`config.mk`:
```
export PLATFORM = sky130hd
export DESIGN_NAME = fifo_stream_reader
export DESIGN_NICKNAME = d
export VERILOG_FILES = /design/src/rtl/fifo_stream_reader.sv
export SDC_FILE = /design/constraint.sdc
export NUM_CORES = 1
export LEC_CHECK = 0
export BUFFER_PORTS_ARGS = -buffer_cell sky130_fd_sc_hd__buf_2
export CELL_PAD_IN_SITES_DETAIL_PLACEMENT = 1
export CELL_PAD_IN_SITES_GLOBAL_PLACEMENT = 1
export CORE_MARGIN = 3
export CORE_UTILIZATION = 37
export CTS_CLUSTER_SIZE = 24
export DETAILED_ROUTE_END_ITERATION = 8
export PLACE_DENSITY_LB_ADDON = 0.1
export SYNTH_ARGS = -nofsm -noshare
export SYNTH_HDL_FRONTEND = slang
export SYNTH_SLANG_ARGS = --single-unit
export TNS_END_PERCENT = 5
```
`constraint.sdc`:
```
create_clock -name clock -period 1.4 [get_ports clock]
set_input_delay 0.07 -clock clock [delete_from_list [all_inputs] [get_ports clock]]
set_output_delay 0.07 -clock clock [all_outputs]
set_load 0.03 [all_outputs]
```
`src/rtl/fifo_stream_reader.sv`:
```
// Drains a one-cycle-latency sync FIFO into a valid/ready stream with a burst-boundary last flag.
// A 3-entry skid buffer covers the read latency so fifo_rd_en never depends on m_ready.
module fifo_stream_reader #(
  parameter int WIDTH = 8,
  parameter int BURST = 4,
  parameter int CNT_W = 16
) (
  input  logic             clock,
  input  logic             reset,
  input  logic             enable,
  input  logic             fifo_empty,
  output logic             fifo_rd_en,
  input  logic [WIDTH-1:0] fifo_data,
  output logic             m_valid,
  input  logic             m_ready,
  output logic [WIDTH-1:0] m_data,
  output logic             m_last,
  output logic [CNT_W-1:0] word_count,
  output logic             busy
);

  // state | meaning
  // IDLE  | nothing requested, reads start the cycle enable rises
  // RUN   | streaming, reads issued whenever there is room
  // FLUSH | enable dropped, delivering buffered / in-flight words only

  localparam int BEAT_W = (BURST > 1) ? $clog2(BURST) : 1;
  localparam logic [BEAT_W-1:0] BEAT_LAST = BEAT_W'(BURST - 1);

  typedef enum logic [1:0] {S_IDLE, S_RUN, S_FLUSH} state_t;

  state_t            state_q, state_d;
  logic [1:0]        occ_q, occ_d;
  logic [1:0]        wr_ptr_q, wr_ptr_d;
  logic [1:0]        rd_ptr_q, rd_ptr_d;
  logic              inflight_q, inflight_d;
  logic [BEAT_W-1:0] beat_q, beat_d;
  logic [CNT_W-1:0]  word_count_q, word_count_d;
  logic [WIDTH-1:0]  buf_q [3];
  logic [WIDTH-1:0]  buf_d [3];
  logic              push, pop, room;

  function automatic logic [1:0] adv(input logic [1:0] p);
    return (p == 2'd2) ? 2'd0 : p + 2'd1;
  endfunction

  assign m_valid    = (occ_q != 2'd0);
  assign m_data     = buf_q[rd_ptr_q];
  assign m_last     = m_valid && (beat_q == BEAT_LAST);
  assign word_count = word_count_q;
  assign busy       = m_valid || inflight_q;

  // Room counts the in-flight word too, so a captured word always has a slot.
  assign room       = ((occ_q + {1'b0, inflight_q}) != 2'd3);
  assign fifo_rd_en = enable && !fifo_empty && room && !reset;

  always_comb begin
    push         = inflight_q;
    pop          = m_valid && m_ready;
    buf_d        = buf_q;
    wr_ptr_d     = wr_ptr_q;
    rd_ptr_d     = rd_ptr_q;
    beat_d       = beat_q;
    word_count_d = word_count_q;
    inflight_d   = fifo_rd_en;
    state_d      = state_q;

    if (push) begin
      buf_d[wr_ptr_q] = fifo_data;
      wr_ptr_d        = adv(wr_ptr_q);
    end
    if (pop) begin
      rd_ptr_d     = adv(rd_ptr_q);
      beat_d       = (beat_q == BEAT_LAST) ? '0 : beat_q + BEAT_W'(1);
      word_count_d = word_count_q + CNT_W'(1);
    end
    occ_d = occ_q + {1'b0, push} - {1'b0, pop};

    unique case (state_q)
      S_IDLE:  if (enable) state_d = S_RUN;
      S_RUN:   if (!enable) state_d = busy ? S_FLUSH : S_IDLE;
      S_FLUSH: begin
        if (enable)     state_d = S_RUN;
        else if (!busy) state_d = S_IDLE;
      end
      default: state_d = S_IDLE;
    endcase
  end

  always_ff @(posedge clock) begin
    if (reset) begin
      state_q      <= S_IDLE;
      occ_q        <= 2'd0;
      wr_ptr_q     <= 2'd0;
      rd_ptr_q     <= 2'd0;
      inflight_q   <= 1'b0;
      beat_q       <= '0;
      word_count_q <= '0;
      for (int i = 0; i < 3; i++) buf_q[i] <= '0;
    end else begin
      state_q      <= state_d;
      occ_q        <= occ_d;
      wr_ptr_q     <= wr_ptr_d;
      rd_ptr_q     <= rd_ptr_d;
      inflight_q   <= inflight_d;
      beat_q       <= beat_d;
      word_count_q <= word_count_d;
      buf_q        <= buf_d;
    end
  end

endmodule
```
# Word level (Yosys, flattened, before mapping)
# Index checks and enable logic that the tools add are counted.
[totals]
input_bits = 13
out_inout_bits = 28
regBits = 49
[classes]
n_addsub = 6
magnitude_cmp = 3
bitwise = 2
n_mux = 9
eq_ne = 4
n_reduce_logical = 10
[ops]
columns = ["cell", "n"]
rows = [
  ["bitwise mux 24 bit", 1],
  ["2-to-1 mux 8 bit", 3],
  ["adder 16 x 1 -> 16 bit (second input constant)", 1],
  ["binary-select mux 8 bit (select 2 bit)", 1],
  ["demux 8 bit (select 2 bit)", 1],
  ["adder 2 x 1 -> 2 bit (second input constant)", 3],
  ["== test 2 bit (second input constant)", 3],
  ["greater-or-equal comparator 3 bit (second input constant)", 2],
  ["logical AND 1 bit", 6],
  ["2-to-1 mux 2 bit", 3],
  ["inverter 2 -> 3 bit", 2],
  ["less-than comparator 3 x 1 -> 1 bit (second input constant)", 1],
  ["adder 2 x 1 -> 2 bit", 1],
  ["logical NOT 1 bit", 2],
  ["inequality test 2 bit (second input constant)", 1],
  ["nonzero test 2 bit", 1],
  ["subtractor 2 x 1 -> 2 bit", 1],
  ["logical OR 1 bit", 1],
]

# Depth between registers and ports, before layout
# Gate-level depths: netlist (run 1).
[depth]
ltp_word = 6
depth_mapped = 6

# Least setup slack after synthesis (run 1)
# Ideal clock, no wire load.
[synth_timing]
path_kind = "flip-flop to flip-flop"
from = "register word_count_q[2], in the netlist word_count[2]"
to = "register word_count_q[15], in the netlist word_count[15]"
arrival_time_ns = 1.632
t_required_ns = 1.279
stages_incl_launch_ff = 6
period_less_slack_ns = 1.753
setup_slack_ns = -0.353
setup_ns = 0.121
cell_sequence = "dfxtp_1 > o211ai_2 > or2_1 > clkbuf_2 > nor4_1 > mux2_2"
[synth_between]
elab_chain_cells = 1
[synth_lines]
columns = ["element", "line_no", "source"]
rows = [
  ["from (decl)", "38", "logic [CNT_W-1:0] word_count_q, word_count_d;"],
  ["from (signal assigned)", "107", "word_count_q <= word_count_d;"],
  ["adder 16 x 1 -> 16 bit", "75", "word_count_d = word_count_q + CNT_W'(1);"],
]
# No other way between the ends.
# A chain may end at the register's enable or synchronous reset.

# Worst setup path after layout (run 1)
[layout_timing]
from = "register occ_q[1]"
to = "output port m_last"
[layout_between]
elab_chain_cells = 2
[layout_lines]
columns = ["element", "line_no", "source"]
rows = [
  ["from (decl)", "33", "logic [1:0] occ_q, occ_d;"],
  ["from (signal assigned)", "93", "occ_q <= 2'd0;"],
  ["from (signal assigned)", "102", "occ_q <= occ_d;"],
  ["nonzero test 2 bit", "47", "assign m_valid = (occ_q != 2'd0);"],
  ["logical AND 1 bit", "49", "assign m_last = m_valid && (beat_q == BEAT_LAST);"],
  ["to (decl)", "17", "output logic m_last,"],
]
# No other way between the ends.

==> metrics.txt, run 1 <==
outcome=finished with violations; failing checks=negative setup slack; max-cap violation count=0; asr flop ratio synth=0; fin. max-slew vios=0; Least-Margin Pin Slew=255 ps; distinct cell type count of the synthesized netlist=35; WP data arrival=1390 ps; GPL Wtd Cong=0.758; Final Non-Filler Cells=373; FILL cells=640; Synth Instances=235; first-pass GRT wire length=9.46 mm; number of synthesized flops with an enable pin=0; Final Cycle Share=1.04; Pre-antenna DRT Iters=4; # diodes=0; TritonCTS Buffers=5; CTS tree=built; total clock sinks=49; CTS clock-pin slew for the worst setup and hold paths=100 ps; placed cell count=364; post-DR wirelength/cell=15.2 um; Avg Vias per Cell=5.01; Initial DRC Count=66; Die Ht=81.8 um; total congestion overflow=0; antenna violations before repair=0; Post-DP Area=0.00264 sq mm; # DRC=0; YS warnings=0; Root Buffer=clkbuf_8; required time of the critical path=1330 ps; largest net degree at the start of global routing=25; Slew HR=0.829; share of layout cells above drive strength 1=0.386; core area=0.00534 sq mm; later-pin clock latency in the skew report=310 ps; area delta synth->final=36.5%; hold crit path type=primary input to register; mapped cell area=0.00212 sq mm; worst setup margin=-55.4 ps; minimum clock period after layout=1460 ps; FP Rows=26; Avg Inst Size Synth=9.04 sq um; syn nets=252; Peak VDD IR=0.727 mV; via count=1,868; Worst setup EP type=output port; Die Span X=81.8 um; setup_tns=-99.2 ps; nets=319; Fin. Hold Viols=0; Max Fclk=687 MHz; clk_skew=9.49 ps; CP max FO=5; Yosys reg bits=49; ANT nets after route=0; PD cells=1190 mW/mm^2; routed wire length=5.65 mm; ys flop type=dfxtp_1; Final Util=0.544; Startpoint Class=register; Seq/Total Area, Yosys=0.462; Initial Utilization=0.398; critical path class=register to output port; H-Tree Depth=2; unrepaired setup endpoints after global routing=true; final setup fails=3; IO Port Bufs=40; Leak Pwr=0.00130 uW; dpl hpwl=4.09 mm; Total GRT Usage=0.185; # IOs=41; die area=0.00669 sq mm; CTS Buffer Depth=2; Design Area, Final=0.00290 sq mm; number of global-route vias before repair=1,935
[where the power goes]
group          internal (uW)  total [uW]  switching (uW)
Sequential              1480        1570            93.8
Combinational            475        1010             532
Clock                    355         863             508
[logic make-up (layout without fill, tap and decap cells)]
kind of cell / count (synthesis) / count (layout) / share of synthesized area
compound gates: 27 / 27 / 0.0760
fa+ha+maj: 4 / 4 / 0.0236
buf+inv: 17 / 85 / 0.0330
mux: 33 / 33 / 0.156
xor+xnor: 13 / 13 / 0.0536
flops: 49 / 49 / 0.462
simple gates: 92 / 92 / 0.196
[what timing repair did]
| item | CTS | global route |
|---|---|---|
| hold buffers | 1 | 0 |
| cloned | 0 | 0 |
| setup endpoints to repair | 15 | 25 |
| gates resized for setup | 29 | 17 |
| pin swaps | 1 | 5 |
| setup buffers | 1 | 0 |
| endpoints found under the hold margin | 2 | 0 |
[critical path: stages, from the launching register on]
cell,delay [ps]
dfxtp_2,350
buf_6,140
or2_2,300
and2_4,160
buf_6,130
[cell usage after synthesis, types with 2 or more instances]
cell type	number	share of area
nand2_1	21	0.037
nor3_1	6	0.014
xnor2_1	6	0.025
o21ai_0	9	0.021
or4_1	2	0.0071
inv_1	4	0.0071
nand4_1	3	0.0088
mux2i_1	32	0.15
nand3_1	3	0.0071
ha_1	4	0.024
o31ai_1	2	0.0071
nand3b_1	2	0.0071
and4_1	2	0.0082
nor4_1	2	0.0059
nor2b_1	2	0.0059
a21oi_1	12	0.028
clkbuf_1	9	0.016
xor2_1	7	0.029
dfxtp_1	49	0.46
nor2_1	43	0.076
[per-layer routing]
layer | vias to the layer above | share of wire | track usage
met1 | 906 | 0.47 | 0.240
met5 | - | 0 | 0
li1 | 932 | - | -
met2 | 23 | 0.48 | 0.309
met3 | 7 | 0.032 | 0.0395
met4 | 0 | 0.011 | 0.0498
[cells in the final DEF, fill, tap and decap left out, types with 2 or more instances in the layout]
master,synthesis,final
or4_1,2,2
nor2b_1,2,2
nand4_1,3,3
nor3_1,6,4
buf_2,1,29
nor3_2,0,2
dfxtp_4,0,11
dfxtp_2,0,5
clkbuf_8,0,5
nand3_1,3,3
nand2_1,21,20
ha_4,0,2
a21oi_1,12,10
ha_1,4,2
xor2_1,7,6
dfxtp_1,49,33
nor2_1,43,43
a21oi_2,0,2
o21ai_2,1,2
nor4_2,0,2
inv_1,4,4
buf_4,1,36
mux2i_1,32,32
xnor2_1,6,6
clkinv_4,0,2
o21ai_1,0,7
and4_4,0,2
o31ai_1,2,2
nand3b_1,2,2
buf_6,0,7
[state kept, by name (all words and copies together), names as in the netlist]
name,count
inflight_q,1
beat_q,2
word_count,16
occ_q,2
buf_q,24
rd_ptr_q,2
wr_ptr_q,2
[metrics by stage]
stage | power (uW) | worst slack (ps) | hold slack, ps
after global routing | 3640 | -96.9 | 9.70
after CTS | 3440 | -54.5 | 14.8
final | 3440 | -55.4 | 17.3
after detailed placement | 2440 | -72.8 | 320
after floorplan | 2120 | -94.6 | 210
after global placement | 2420 | -25.9 | 319
[path summary, 6_finish.rpt]
| path | from | slack, ps | cells after the start | end |
|---|---|---|---|---|
| setup / recovery | occ_q[1] | -60 | 4 | m_last |
| hold / removal | fifo_data[4] | 20 | 3 | buf_q[4] |
| setup reg to reg | word_count[6] | 10 | 4 | word_count[15] |
| hold reg to reg | beat_q[1] | 480 | 2 | beat_q[1] |
[final cells by class]
| class | count | area [sq um] | area share |
|---|---|---|---|
| tap | 70 | 87.6 | 0.0302 |
| clock inverter | 3 | 22.5 | 0.00777 |
| timing repair buffer | 73 | 504 | 0.174 |
| multi-input combinational | 169 | 1170 | 0.405 |
| inverter | 4 | 15.0 | 0.00518 |
| sequential | 49 | 1030 | 0.355 |
| clock buffer | 5 | 68.8 | 0.0237 |
(Power assumes the default switching activity.)
==> run 2: changes to the inputs <==
--- a/config.mk
+++ b/config.mk
@@ -12,6 +12,7 @@
 export CORE_UTILIZATION = 37
 export CTS_CLUSTER_SIZE = 24
 export DETAILED_ROUTE_END_ITERATION = 8
+export MAX_ROUTING_LAYER = met4
 export PLACE_DENSITY_LB_ADDON = 0.1
 export SYNTH_ARGS = -nofsm -noshare
 export SYNTH_HDL_FRONTEND = slang
==> metrics.txt, run 2 (synthesis results as in run 1) <==
worst r2r path cells=4; Biggest register=buf_q; FP Rows=26; Initial DRC Count=81; Worst setup EP type=output port; Pre-antenna DRT Iters=4; Avg Vias per Cell=5.01; Startpoint Class=register; # IOs=41; commonest non-fill, non-tap cell in the layout=nor2_1; die area=0.00669 sq mm; Initial Utilization=0.398; post-DR wirelength/cell=15.0 um; worst setup margin=-54.1 ps; Least-Margin Pin Slew=256 ps; outcome=finished with violations; ANT nets after route=0; Peak VDD IR=0.723 mV; minimum clock period after layout=1450 ps; total power=3420 uW; TritonCTS Buffers=5; area delta synth->final=36.3%; WP data arrival=1380 ps; number of global-route vias before repair=1,940; core area=0.00534 sq mm; later-pin clock latency in the skew report=310 ps; Fin. Hold Viols=0; total clock sinks=49; CP max FO=5; CTS Buffer Depth=2; GPL Wtd Cong=0.768; largest net degree at the start of global routing=25; fin. max-slew vios=0; Critical path origin=occ_q[1]; IO Port Bufs=40; Slew HR=0.828; CTS tree=built; CTS clock-pin slew for the worst setup and hold paths=100 ps; end of the critical path=m_last; share of layout cells above drive strength 1=0.386; dpl hpwl=4.09 mm; crit-path cells=buf_6 -> or2_2 -> and2_4 -> buf_6; r2r endpoint=word_count[15]; FILL cells=640; max-cap violation count=0; hold crit path type=primary input to register; delay-heaviest family, CP=simple AND/OR/NAND/NOR gates; Total GRT Usage=0.190; delay of the slowest cell on the worst path=350 ps; clk_skew=9.37 ps; worst flop-to-flop path startpoint=word_count[6]; unrepaired setup endpoints after global routing=true; Die Ht=81.8 um; failing checks=negative setup slack; # diodes=0; slowest cell on the critical path=dfxtp_2; r2r setup slk=20 ps; area of the multi-input gates=0.00117 sq mm; max reg flops=24; via count=1,869; H-Tree Depth=2; PD cells=1180 mW/mm^2; nets=319; # DRC=0; WP buf/inv=2; antenna violations before repair=0; Die Span X=81.8 um; required time of the critical path=1330 ps; final setup fails=2; cell count along the critical path=4; pre-CTS setup slack=-72.8 ps; Most common cell on crit path=buf_6; critical path class=register to output port; most frequent cells in the layout=43 x nor2_1, 37 x buf_4, 33 x dfxtp_1; Root Buffer=clkbuf_8; Leak Pwr=0.00130 uW; total congestion overflow=0; FF/Latch Area=0.00103 sq mm; Max Fclk=688 MHz; routed wire length=5.61 mm; Final Cycle Share=1.04; first-pass GRT wire length=9.43 mm
## run 2: changes by cell type in the layout (fill, tap and decap cells not counted)
cell	delta
buf_4	+1
buf_6	-1
## run 2: worst reg2reg max path, delay by kind of cell, from the launching register on
family / cells / cell delay, ps
simple gates: 3 / 580
flops: 1 / 350
mux: 1 / 350
## run 2: worst min path at each step
stage	start	end	slack (ps)	cells past startpoint
finish	fifo_data[4]	buf_q[4]	20	3
global route	enable	inflight_q	10	3
CTS	fifo_data[4]	buf_q[4]	10	3
detailed placement	reset	word_count[2]	320	2
global placement	reset	word_count[2]	320	2
floorplan	enable	inflight_q	210	2
## run 2: cell type report
type,instances,area share
Sequential cell,49,0.355
Tap cell,70,0.0302
Clock buffer,5,0.0238
Timing Repair Buffer,73,0.173
Multi-Input combinational cell,169,0.405
Inverter,4,0.00518
Clock inverter,3,0.00778
## run 2: routing by layer
layer | global-route usage | vias up | part of all wire
met5 | - | - | 0
met2 | 0.310 | 24 | 0.49
met4 | 0.0498 | 0 | 0.0080
met3 | 0.0395 | 5 | 0.032
li1 | - | 934 | -
met1 | 0.238 | 906 | 0.47
## run 2: power by group
group | total, uW | leakage (uW) | switching [uW] | internal (uW)
logic | 1000 | 0.000841 | 533 | 469
registers | 1570 | 0.000407 | 91.8 | 1480
clock network | 851 | 0.0000481 | 496 | 355
total | 3420 | 0.00130 | 1120 | 2300
## run 2: per-stage QoR
step	instance area, sq um	util	setup TNS [ps]	hold WS (ps)	std cells
final	2900	0.543	-92.9	21.5	373
after CTS	2840	0.532	-201	14.8	373
after floorplan	2160	-	-297	210	235
after global placement	2640	0.494	-25.9	319	364
after detailed placement	2640	0.494	-148	320	364
after global routing	2900	0.543	-802	9.72	373
## run 2: what timing repair did
action / in CTS / in global routing
gates resized for setup: 29 / 16
buffers inserted: 1 / 0
hold buffers: 1 / 0
endpoints found under the hold margin: 2 / 0
endpoints found under the setup margin: 15 / 25
pin swaps: 1 / 5
==> run 3: changes to the inputs <==
--- a/config.mk
+++ b/config.mk
@@ -6,8 +6,10 @@
 export NUM_CORES = 1
 export LEC_CHECK = 0
 export BUFFER_PORTS_ARGS = -buffer_cell sky130_fd_sc_hd__buf_2
+export CAP_MARGIN = 25
 export CELL_PAD_IN_SITES_DETAIL_PLACEMENT = 1
 export CELL_PAD_IN_SITES_GLOBAL_PLACEMENT = 1
+export CORE_ASPECT_RATIO = 1.5
 export CORE_MARGIN = 3
 export CORE_UTILIZATION = 37
 export CTS_CLUSTER_SIZE = 24
==> metrics.txt, run 3 (synthesis results as in run 1) <==
first-pass GRT wire length=9.25 mm; share of layout cells above drive strength 1=0.397; Slew HR=0.803; WHS Path Cells=3; # IOs=41; number of global-route vias before repair=1,974; area delta synth->final=37.3%; later-pin clock latency in the skew report=290 ps; minimum clock period after layout=1440 ps; Avg Vias per Cell=5.00; CTS clock-pin slew for the worst setup and hold paths=80 ps; Fin. Hold Viols=0; Initial Utilization=0.384; final setup fails=4; hold_sp=fifo_data[1]; dpl hpwl=3.96 mm; hold crit path type=primary input to register; Root Buffer=clkbuf_8; outcome=finished with violations; Least-Margin Pin Slew=293 ps; Pre-antenna DRT Iters=3; total power=3440 uW; most frequent cells in the layout=43 x nor2_1, 34 x dfxtp_1, 33 x buf_2; hold endpoint=buf_q[1]; total congestion overflow=0; core area=0.00553 sq mm; worst setup margin=-44.5 ps; commonest non-fill, non-tap cell in the layout=nor2_1; Peak VDD IR=0.848 mV; CTS Buffer Depth=2; Die Ht=98.8 um; worst r2r path cells=6; met3 routed wirelength=156 um; largest net degree at the start of global routing=22; worst flop-to-flop path startpoint=occ_q[0]; ANT nets after route=0; via count=1,876; Max Fclk=692 MHz; PD cells=1180 mW/mm^2; Biggest register=buf_q; post-DR wirelength/cell=14.7 um; clk_skew=5.13 ps; # DRC=0; Die Span X=67.9 um; required time of the critical path=1330 ps; die area=0.00671 sq mm; r2r endpoint=word_count[13]; Initial DRC Count=26; Total GRT Usage=0.186; # hold bufs at CTS=0; routed wire length=5.52 mm; max-cap violation count=0; Leak Pwr=0.00130 uW; CP max FO=4; H-Tree Depth=2; Final Cycle Share=1.03; Worst setup EP type=output port; GPL Wtd Cong=0.741; r2r setup slk=-40 ps; WP data arrival=1370 ps; top sig layer=met4; Startpoint Class=register; CTS tree=built; nets=321; antenna violations before repair=0; unrepaired setup endpoints after global routing=true; TritonCTS Buffers=5; failing checks=negative setup slack; pre-CTS setup slack=-62.8 ps; FP Rows=33; FILL cells=680; routed wl met2=3.12 mm; total clock sinks=49; M1 WL=2.17 mm; IO Port Bufs=40; # diodes=0; max reg flops=24; critical path class=register to output port; fin. max-slew vios=0
-- run 3: changes by cell type in the layout (fill, tap and decap cells not counted), sizes merged --
cell,before,now
clkinv,3,0
dlygate4sd3,1,0
buf,72,74
clkbuf,5,9
-- run 3: through the flow --
step                cell area [sq um]  TNS [ps]   util  hold slack [ps]  cells
floorplan                        2160      -297      -              210    235
global placement                 2630     -65.7  0.475              328    363
detailed placement               2630      -136  0.475              326    363
CTS                              2840      -164  0.513             30.6    375
global route                     2920      -522  0.527             29.7    375
finish                           2920      -125  0.527             36.9    375
-- run 3: layout make-up --
cell class	instances	area [sq um]	area share
multi-input cells	169	1200	0.411
flip-flops and latches	49	1020	0.350
repair buffers	75	514	0.176
well taps	70	87.6	0.0300
clock buffers	8	80.1	0.0275
inverters	4	15.0	0.00515
-- run 3: repair_timing --
action,4_1_cts,5_1_grt
endpoints found under the setup margin,8,28
pin swaps,5,6
buffers inserted,4,0
gates resized for setup,24,26
-- run 3: worst max-delay path by stage --
stage / startpoint / to / slack [ps]
after floorplan: occ_q[1] / word_count[15] / -90
after global placement: word_count[6] / word_count[15] / -40
after detailed placement: word_count[6] / word_count[15] / -60
after CTS: occ_q[1] / busy / -50
after global routing: occ_q[0] / fifo_rd_en / -100
final: occ_q[0] / fifo_rd_en / -40
-- run 3: report_power, final --
part,leakage (uW),internal (uW),switching (uW),total (uW)
clock network,0.0000395,356,426,782
logic,0.000855,538,577,1120
registers,0.000406,1470,78.2,1550
total,0.00130,2360,1080,3440
-- run 3: routing by layer --
metal  vias to the layer above  GRT usage
met3                         5     0.0353
li1                        934          -
met5                         -          -
met1                       909      0.195
met4                         0     0.0597
met2                        28      0.336
-- run 3: worst max-delay path, cell delays in order, from the launching register on --
cell,delay [ps]
dfxtp_2,330
buf_6,120
ha_4,170
xor2_4,150
a21oi_2,160
buf_6,150
